File: src/rtl/dm_arbiter.sv
// Two-master round-robin arbiter for the single-port data memory, with burst cap and registered read return.
// Optional DM_ARB_PROT_EN: blocks M1 writes to the I/O words (addr >= IO_BASE) and flags them on m1_err.
module dm_arbiter #(
  parameter int AW        = 16,
  parameter int DW        = 32,
  parameter int BURST_MAX = 4,
  parameter int IO_BASE   = 29
) (
  input  logic          clk,
  input  logic          rst_n,
  input  logic          m0_req,
  input  logic          m0_we,
  input  logic [AW-1:0] m0_addr,
  input  logic [DW-1:0] m0_wd,
  output logic          m0_gnt,
  output logic          m0_rvalid,
  output logic [DW-1:0] m0_rdata,
  input  logic          m1_req,
  input  logic          m1_we,
  input  logic [AW-1:0] m1_addr,
  input  logic [DW-1:0] m1_wd,
  output logic          m1_gnt,
  output logic          m1_rvalid,
  output logic [DW-1:0] m1_rdata,
  output logic          m1_err,
  output logic          mem_we,
  output logic [AW-1:0] mem_addr,
  output logic [DW-1:0] mem_wd,
  input  logic [DW-1:0] mem_rd
);

  localparam int CW = (BURST_MAX > 1) ? $clog2(BURST_MAX) : 1;
  localparam logic [CW-1:0] CNT_MAX = CW'(BURST_MAX - 1);

  typedef enum logic [1:0] {
    IDLE = 2'd0,
    OWN0 = 2'd1,
    OWN1 = 2'd2
  } state_t;

  state_t        state_reg;
  logic          rr_last_reg;
  logic [CW-1:0] beat_cnt_reg;

  logic own0;
  logic own1;
  logic owner_req;
  logic other_req;
  logic burst_cut;
  logic m1_blocked;

`ifdef DM_ARB_PROT_EN
  assign m1_blocked = (m1_addr >= AW'(IO_BASE));
`else
  // Protection disabled: the compare is kept only so IO_BASE stays referenced.
  assign m1_blocked = (m1_addr >= AW'(IO_BASE)) & 1'b0;
`endif

  assign own0      = (state_reg == OWN0);
  assign own1      = (state_reg == OWN1);
  assign m0_gnt    = own0 & m0_req;
  assign m1_gnt    = own1 & m1_req;
  assign owner_req = own0 ? m0_req : m1_req;
  assign other_req = own0 ? m1_req : m0_req;
  assign burst_cut = owner_req & other_req & (beat_cnt_reg == CNT_MAX);

  always_comb begin
    mem_we   = 1'b0;
    mem_addr = '0;
    mem_wd   = '0;
    if (own0) begin
      mem_we   = m0_we & m0_req;
      mem_addr = m0_addr;
      mem_wd   = m0_wd;
    end else if (own1) begin
      mem_we   = m1_we & m1_req & ~m1_blocked;
      mem_addr = m1_addr;
      mem_wd   = m1_wd;
    end
  end

  always_ff @(posedge clk or negedge rst_n) begin
    if (!rst_n) begin
      state_reg    <= IDLE;
      rr_last_reg  <= 1'b1;
      beat_cnt_reg <= '0;
      m0_rvalid    <= 1'b0;
      m1_rvalid    <= 1'b0;
      m0_rdata     <= '0;
      m1_rdata     <= '0;
      m1_err       <= 1'b0;
    end else begin
      m0_rvalid <= m0_gnt & ~m0_we;
      m1_rvalid <= m1_gnt & ~m1_we;
      if (m0_gnt & ~m0_we) m0_rdata <= mem_rd;
      if (m1_gnt & ~m1_we) m1_rdata <= mem_rd;
      m1_err <= m1_gnt & m1_we & m1_blocked;

      case (state_reg)
        IDLE: begin
          beat_cnt_reg <= '0;
          // rr_last names the master served most recently; on a tie the other one wins.
          if (m0_req && m1_req) state_reg <= rr_last_reg ? OWN0 : OWN1;
          else if (m0_req)      state_reg <= OWN0;
          else if (m1_req)      state_reg <= OWN1;
        end
        OWN0, OWN1: begin
          if (!owner_req) begin
            state_reg    <= other_req ? (own0 ? OWN1 : OWN0) : IDLE;
            beat_cnt_reg <= '0;
          end else begin
            rr_last_reg <= own1;
            if (burst_cut) begin
              state_reg    <= own0 ? OWN1 : OWN0;
              beat_cnt_reg <= '0;
            end else if (beat_cnt_reg != CNT_MAX) begin
              beat_cnt_reg <= beat_cnt_reg + CW'(1);
            end
          end
        end
        default: state_reg <= IDLE;
      endcase
    end
  end

endmodule

File: config.mk
export PLATFORM = sky130hd
export DESIGN_NAME = dm_arbiter
export DESIGN_NICKNAME = d
export VERILOG_FILES = /design/src/rtl/dm_arbiter.sv
export SDC_FILE = /design/constraint.sdc
export NUM_CORES = 1
export LEC_CHECK = 0
export BUFFER_PORTS_ARGS = -buffer_cell sky130_fd_sc_hd__buf_2
export CAP_MARGIN = 20
export CELL_PAD_IN_SITES_DETAIL_PLACEMENT = 1
export CELL_PAD_IN_SITES_GLOBAL_PLACEMENT = 1
export CORE_UTILIZATION = 27
export DETAILED_ROUTE_END_ITERATION = 10
export HOLD_SLACK_MARGIN = 0.05
export PLACE_DENSITY_LB_ADDON = 0.2
export SYNTH_ARGS = -nofsm -noshare
export SYNTH_HDL_FRONTEND = slang
export SYNTH_SLANG_ARGS = --single-unit
File: constraint.sdc
create_clock -name clk -period 1.8 [get_ports clk]
set_input_delay 0.18 -clock clk [delete_from_list [all_inputs] [get_ports clk]]
set_output_delay 0.18 -clock clk [all_outputs]
set_load 0.01 [all_outputs]
==> metrics list, run 1 <==
- For this design, the slowest cell found on the critical path is sky130_fd_sc_hd__dfrtp_1.
- Maximum single-stage delay on the critical path: about 0.4 ns
* Initial DRC count: 110
- For this configuration, the core starts out at a cell density of 28.2%.
- Post-synth EDFFs: 0
* Fraction of final layout cells with drive strength greater than 1: between 70 and 80%
- CP endpoint kind: output pin
- The worst-case IR drop observed on VDD is around 0.63 mV.
* Hold Path Origin: mem_rd[8]
- The clock net in this run drives a total of ~70 sinks.
- The layout has between 1000 and 1500 filler cells.
- The floorplan step defined a core boundary enclosing approximately 12000 sq um.
* DIE AREA: 13300 sq um
- Sequential elements use 51.4% of the synthesized area.
- The netlist uses 28 different library cells.
- Once placement finished, the instance area stood at 4880 sq um.
* Width of the die: ~120 um
- Met3 Wirelength: 623 um
- The flow ran to the end, but the final reports show violations.
- Relative contribution of sequential cells to total power: 28.2%
- Final instance area: 5640 sq um
- Post-synth top area cell: sky130_fd_sc_hd__dfrtp_1
- Cells fill between 40% and 50% of the core in the end.
- Antenna Nets Post-Route: 0
- TritonCTS created 9 clock buffers.
- Power share of the clock group: 19.2%
* Die Height: between 100 and 150 um
- Combinational cells account for between 50% and 60% of the total power.
- Entering global routing, the biggest net connects 72 pins.
* Total number of yosys warnings: 0
* Total standard cell area after synthesis: 3460 sq um
- Ranking of synthesized cells by area: sky130_fd_sc_hd__dfrtp_1, sky130_fd_sc_hd__mux2_2, sky130_fd_sc_hd__a22o_1, sky130_fd_sc_hd__buf_6, sky130_fd_sc_hd__mux2_4
* Quantity of I/O buffers inserted on ports: 250
* I/O pins: 252
* Final hold violation count: 0
- Of all nets on the critical path, the largest fanout is 12.
* Most common library cell in the layout ignoring fill and taps: sky130_fd_sc_hd__buf_2
- Share of total power consumed by net switching: 34.9%
- After detailed routing, the average wire length per cell comes to 17.8 um.
- Setup repair after global routing could not meet its margin everywhere.
- The most used flip-flop cell after synthesis is sky130_fd_sc_hd__dfrtp_1.
- The clock reaches the later pin of the worst-skew pair after 0.32 ns.
- In this run, placement finished with an instance count of 658.
- CP required: roughly 1.6 ns
* Final net count: 663
- Clock slew at reported path FFs: 0.06 ns
* Area occupied by registers: 1780 sq um
- At the end of routability-driven placement, the weighted congestion stood at 0.765.
* Chain of cells forming the critical path: buf_6 > ha_4 > nor2b_4 > buf_4 > clkbuf_16 > a22o_1 > buf_2
- The detailed router put a total of between 5 and 6 mm of wire on met1.
- Total gr overflow: 0
- The first global-routing pass estimated about 17 mm of wire.
* Max Fclk: slightly above 500 MHz
* Post-route minimum period: approximately 1.9 ns
- For this design the ratio of total power to cell area is about 1700 nW/um^2.
* Launch point of the worst reg-to-reg path: state_reg[0]
- Counting along the longest clock path gives a buffer depth of 2.
- Leaving out fill and tap cells, the most frequent cells in the layout are sky130_fd_sc_hd__buf_2, sky130_fd_sc_hd__dfrtp_1, sky130_fd_sc_hd__mux2_2.
* Fraction of post-synthesis cell area in the top cell type by area: 50.6%
* First-pass iteration count of the detailed router: 4
- For this block, the routed nets add up to between 10 and 15 mm of wire.
* # DRC: 0
- Switching power total: 3.42 mW
- Setup violations remaining at the end of the flow were counted as 67.
- Period utilisation layout: 107%
- For the worst flop-to-flop path, the logic depth is 7.
- Worst path setup slack after routing: -0.130 ns
- The design draws 9.81 mW.
- The via count of the first global-routing pass was 3231.
- Kind of launch point of the worst setup path: flop
- Worst clock skew: 0.00619 ns
- Violated checks: setup timing
- Top flop regs: m0_rdata: 32 flops, m1_rdata: 32 flops
* Average size of a mapped cell: 13.5 sq um
- The tree is rooted in a sky130_fd_sc_hd__clkbuf_16.
- The critical path crosses 7 cells after its start point.
* Capturing point of the worst reg2reg path: state_reg[0]
- After detailed routing, the number of vias per cell comes to 4.57.
- Slack of the worst reg-to-reg path: -0.09 ns
- Global routing used 16.8% of the available tracks.
- Count of pins over their slew limit: 0
- Worst path top cell family by delay: buffers and inverters
- The worst setup path is of the reg -> out kind.
* Critical path arrival: 1.75 ns
- Multi-input logic area: 1560 sq um
- The area growth from synthesis to layout is 62.9%.
* Antenna diode count: 0
* Met2 layer wire length in the routed design: 6.26 mm
- Clock H-tree levels: 3
* Synthesized instance count: 256
* Nets in the synthesized netlist: between 300 and 400
- The analysis attributes to cell leakage a power of 3.00 nW.
- Total half-perimeter wirelength after legalization and detailed placement: 8.18 mm
- Max-cap violations in this run came to 0.
* Cell internal pwr: 6.39 mW
- Initial antenna violation count: 0
- In the synthesized netlist the async set-or-reset flop fraction comes to 100%.
- Synthesis inferred 71 register bits.
- Detailed-route via count: roughly 3200
- TritonCTS built the clock tree.
* Worst Hold Path Cells: 2
* Hold Path Class: in -> reg
- Post-route non-filler standard cell count: 696
* Top sig layer: met4
- Hold is met by 0.0971 ns.
- The number of buffers and inverters on the critical path is 4.
* Std cell rows: 40
- Endpoint, Worst Hold: m0_rdata[8]
cell usage after synthesis (2+ instances only):
cell / instances
sky130_fd_sc_hd__dfrtp_1: 70
sky130_fd_sc_hd__mux2_2: 59
sky130_fd_sc_hd__a22o_1: 49
sky130_fd_sc_hd__buf_6: 9
sky130_fd_sc_hd__clkbuf_1: 6
sky130_fd_sc_hd__ha_1: 6
sky130_fd_sc_hd__inv_1: 6
sky130_fd_sc_hd__mux2_4: 6
sky130_fd_sc_hd__nand2_1: 6
sky130_fd_sc_hd__nor2b_1: 5
sky130_fd_sc_hd__o21ai_0: 5
sky130_fd_sc_hd__buf_2: 4
sky130_fd_sc_hd__a21oi_1: 3
sky130_fd_sc_hd__and2_4: 3
sky130_fd_sc_hd__buf_4: 3
sky130_fd_sc_hd__mux2_1: 2
sky130_fd_sc_hd__nand2b_1: 2
sky130_fd_sc_hd__nand3b_1: 2
repair_timing:
| item | 4_1_cts | 5_1_grt |
|---|---|---|
| pin swaps | 2 | 10 |
| setup buffers | 7 | 5 |
| hold buffers | 1 | 0 |
| resized for setup | 12 | 21 |
| hold endpoints to repair | 70 | 0 |
| cloned | 3 | 8 |
| setup endpoints to repair | 49 | 84 |
through the flow:
stage | setup slack (ns) | setup TNS, ns
detailed placement | 0.0223 | 0
global placement | 0.0580 | 0
global route | -0.191 | -9.58
floorplan | 0.0543 | 0
CTS | -0.140 | -5.99
finish | -0.130 | -4.17
routing by layer:
layer / global-route usage, % / vias up
met4: 4.59 / 0
met5: 0 / -
met2: 29.0 / 104
met1: 20.6 / 1572
li1: - / 1488
met3: 4.43 / 17
power groups by stage:
stage | Sequential [mW] | Combinational (mW) | Clock [mW]
2_1_floorplan | 3.11 | 2.14 | 0
3_3_place_gp | 2.73 | 4.25 | 0
3_5_place_dp | 2.78 | 4.31 | 0
4_1_cts | 2.75 | 4.76 | 1.96
5_1_grt | 2.87 | 5.55 | 2.02
6_report | 2.76 | 5.16 | 1.89
worst max-delay path by stage:
| stage | startpoint | to |
|---|---|---|
| floorplan | state_reg[1] | state_reg[0] |
| global placement | state_reg[1] | state_reg[1] |
| detailed placement | state_reg[1] | state_reg[0] |
| CTS | state_reg[0] | mem_addr[9] |
| global route | state_reg[0] | mem_wd[27] |
| finish | state_reg[0] | mem_wd[27] |
layout make-up:
| cell class | count | area share (%) |
|---|---|---|
| clock buffers | 11 | 4.31 |
| clock inverters | 5 | 1.44 |
| multi-input cells | 157 | 27.7 |
| repair buffers | 278 | 30.8 |
| well taps | 168 | 3.73 |
| flip-flops and latches | 71 | 31.6 |
| inverters | 6 | 0.400 |
logic make-up after synthesis:
group | share of synthesized area (%)
AO/OA/AOI/OAI | 14.8
adder cells (fa/ha/maj) | 2.17
buffers and inverters | 5.46
flip-flops | 51.4
multiplexers | 22.5
other | 0.108
AND/OR/NAND/NOR | 3.62
(Power assumes the default switching activity.)
==> run 2, diff against run 1 <==
--- a/config.mk
+++ b/config.mk
@@ -12,7 +12,7 @@
 export CORE_UTILIZATION = 27
 export DETAILED_ROUTE_END_ITERATION = 10
 export HOLD_SLACK_MARGIN = 0.05
-export PLACE_DENSITY_LB_ADDON = 0.2
+export PLACE_DENSITY = 0.83
 export SYNTH_ARGS = -nofsm -noshare
 export SYNTH_HDL_FRONTEND = slang
 export SYNTH_SLANG_ARGS = --single-unit
==> run 2 against run 1 <==
  * The run still ends with setup timing left
  * Count of clock-buffer cells in the layout is the same
  * Core utilization shrank 0.37 points
  * Sequential power is essentially flat
  * Global-route usage grew 3.3 points
  * Sequential share of layout area grew 0.25 points
  * Critical endpoint is now mem_addr[7]
==> metrics list, run 2 (synthesis gave the netlist of run 1 again) <==
* Status: finished with violations
- The checks that failed: setup timing.
- The number of antenna violations at the first check in global routing is 0.
- Post-route non-filler standard cell count: 693
- Placer congestion estimate: 0.892
- Vias in the first global route: 3319
- From synthesis to final layout, the design area changed by 61.6%.
- Clock Sinks: 71
- Starting density of the core: around 28%
* Antenna Nets Post-Route: 0
* Die Height: about 120 um
- Relative contribution of sequential cells to total power: 28.0%
- Overall Power: 9.96 mW
- At the worst endpoint, the required time is between 1.5 and 2 ns.
- The analysis attributes to cell leakage a power of about 3.0 nW.
- At the placement stage, the worst setup path has a slack of around 0.011 ns.
* Cell internal pwr: 6.33 mW
* Detailed-route via count: 3293
- Final hold slack: roughly 0.094 ns
* Pin count of the biggest net entering global routing: 72
- After routing the design area is 5590 sq um.
* Switching power total: 3.63 mW
- Of the cells placed in the final design, the portion with a size suffix greater than 1 is 70.7%.
- The worst setup path is launched from a flop.
- The library cell used most frequently in the layout, excluding fill and tap cells, is sky130_fd_sc_hd__buf_2.
* # DRC: 0
- Endpoint, Worst Hold: m1_rdata[29]
- Standard cell area after detailed placement: 4890 sq um
- Worst Reg2Reg Path Length in Cells: 7
- The startpoint identified for the worst hold timing path is mem_rd[29].
- Worst IR Drop VDD: 0.690 mV
* All-Layer GR Usage: 20.0%
- Worst Hold Path Cells: 2
* CP endpoint kind: output pin
- Period utilisation layout: 110%
- 0 antenna diodes ended up in the layout.
* Final wirelength: 14.6 mm
* Via/cell ratio: roughly 4.8
- Share of total power consumed by net switching: between 30% and 40%
- CTS max path bufs: 2
- In this run the worst hold path is classified as in -> reg.
- Counting I/O delays and the setup requirement, the final critical path takes 1.98 ns.
* Power share of the clock group: 19.0%
- Accumulated negative setup slack: -6.62 ns
* Total half-perimeter wirelength after legalization and detailed placement: ~10 mm
- After clock tree synthesis, the clock-pin slew on the worst setup and hold paths is 0.06 ns.
- The startpoint identified for the worst register-to-register timing path is state_reg[0].
* First-pass iteration count of the detailed router: 4
- Critical path arrival: 1.80 ns
- Skew-Pair Late Insertion Delay: approximately 0.33 ns
- Power Density: 1780 nW/um^2
- After detailed routing, the average wire length per cell comes to 21.0 um.
* Count of pins over their slew limit: 0
* Quantity of I/O buffers inserted on ports: between 200 and 300
* Final net count: 660
* RSZ-0062 raised after global routing: yes
- Setup violations remaining at the end of the flow were counted as 50.
- Slack of the worst reg-to-reg path: -0.01 ns
* Commonest cells after routing, fill and taps aside: sky130_fd_sc_hd__buf_2, sky130_fd_sc_hd__dfrtp_1, sky130_fd_sc_hd__mux2_2
* Total of fill cells in the finished design: 1375
- Counting tap cells, the placed design contains a total of 659 instances.
- TritonCTS built the clock tree.
* Biggest fanout along the worst timing path: 22
* Placeable core region: 12300 sq um
- Setup slack on the critical path of the routed design comes to -0.176 ns.
- The number of failing hold endpoints at the final stage was 0.
- Global-route wire length before repair: 19.5 mm
- Classification of the worst setup path: reg -> out
- For the final database, setup skew stands at 0.00806 ns.
- I/O pins: 252
- Initial DRC count: 198
- Based on the critical path, the design can be clocked at up to 506 MHz.
- Width of the die: roughly 120 um
- In the final layout, the registers with the most flip-flops are m0_rdata: 32 flops, m1_rdata: 32 flops.
- Total gr overflow: 0
* Std cell rows: 40
- Capturing point of the worst reg2reg path: beat_cnt_reg[1]
- Comb pwr share: a little over half
- Number of CTS-inserted buffers: 9
- For this run, the share of the core covered by cells in the final layout is 45.6%.
- MaxCap Viol Count: 0
- Clock H-tree levels: 3
* DIE AREA: 13300 sq um
- Cell chosen for the clock root: sky130_fd_sc_hd__clkbuf_16
==> run 2: cell types whose count changed in the layout (fill, tap and decap cells not counted), moves of 2 or more <==
cell and delta:
sky130_fd_sc_hd__buf_2 -8, sky130_fd_sc_hd__buf_16 -2, sky130_fd_sc_hd__buf_6 +9, sky130_fd_sc_hd__mux2_4 -3, sky130_fd_sc_hd__mux2_2 +3
==> run 2: worst max path at each step <==
| stage | from | end | slack, ns | cells past startpoint |
|---|---|---|---|---|
| CTS | state_reg[0] | mem_wd[17] | -0.17 | 7 |
| floorplan | state_reg[1] | state_reg[0] | 0.05 | 7 |
| global placement | state_reg[1] | state_reg[1] | 0.07 | 6 |
| finish | state_reg[0] | mem_addr[7] | -0.18 | 7 |
| detailed placement | state_reg[1] | state_reg[0] | 0.01 | 6 |
| global route | state_reg[1] | mem_addr[7] | -0.25 | 7 |
==> run 2: layout make-up <==
class | instances | area (sq um) | area share (%)
sequential | 71 | 1780 | 31.8
multi-input combinational | 157 | 1560 | 27.8
tap | 168 | 210 | 3.76
clock buffer | 11 | 233 | 4.16
timing repair buffer | 275 | 1710 | 30.6
inverter | 6 | 22.5 | 0.403
clock inverter | 5 | 81.3 | 1.45
==> run 2: power by group through the flow <==
stage | registers, mW | clock network, mW | logic (mW)
5_1_grt | 2.90 | 1.99 | 5.65
2_1_floorplan | 3.11 | 0 | 2.14
6_report | 2.79 | 1.89 | 5.28
3_5_place_dp | 2.81 | 0 | 4.49
3_3_place_gp | 2.72 | 0 | 4.35
4_1_cts | 2.79 | 1.93 | 4.87
==> run 2: repair_timing <==
action,CTS,global route
resized for setup,30,12
endpoints found under the hold margin,70,0
setup endpoints to repair,49,80
pin swaps,0,4
gates cloned,1,7
hold buffers,1,0
buffers inserted,4,7
==> run 2: critical path, cell delays in order (launching register included) <==
cell and delay (ns):
sky130_fd_sc_hd__dfrtp_2 0.43, sky130_fd_sc_hd__buf_6 0.13, sky130_fd_sc_hd__ha_4 0.17, sky130_fd_sc_hd__nor2b_4 0.16
sky130_fd_sc_hd__buf_12 0.18, sky130_fd_sc_hd__buf_6 0.13, sky130_fd_sc_hd__a22o_1 0.12, sky130_fd_sc_hd__buf_2 0.13
==> run 2: routing by layer <==
metal,vias to the layer above,GRT usage [%],share of wire [%]
met1,1692,24.8,39
li1,1478,-,-
met4,0,6.06,0.93
met3,12,7.85,9.3
met2,111,32.1,51
met5,-,0,0
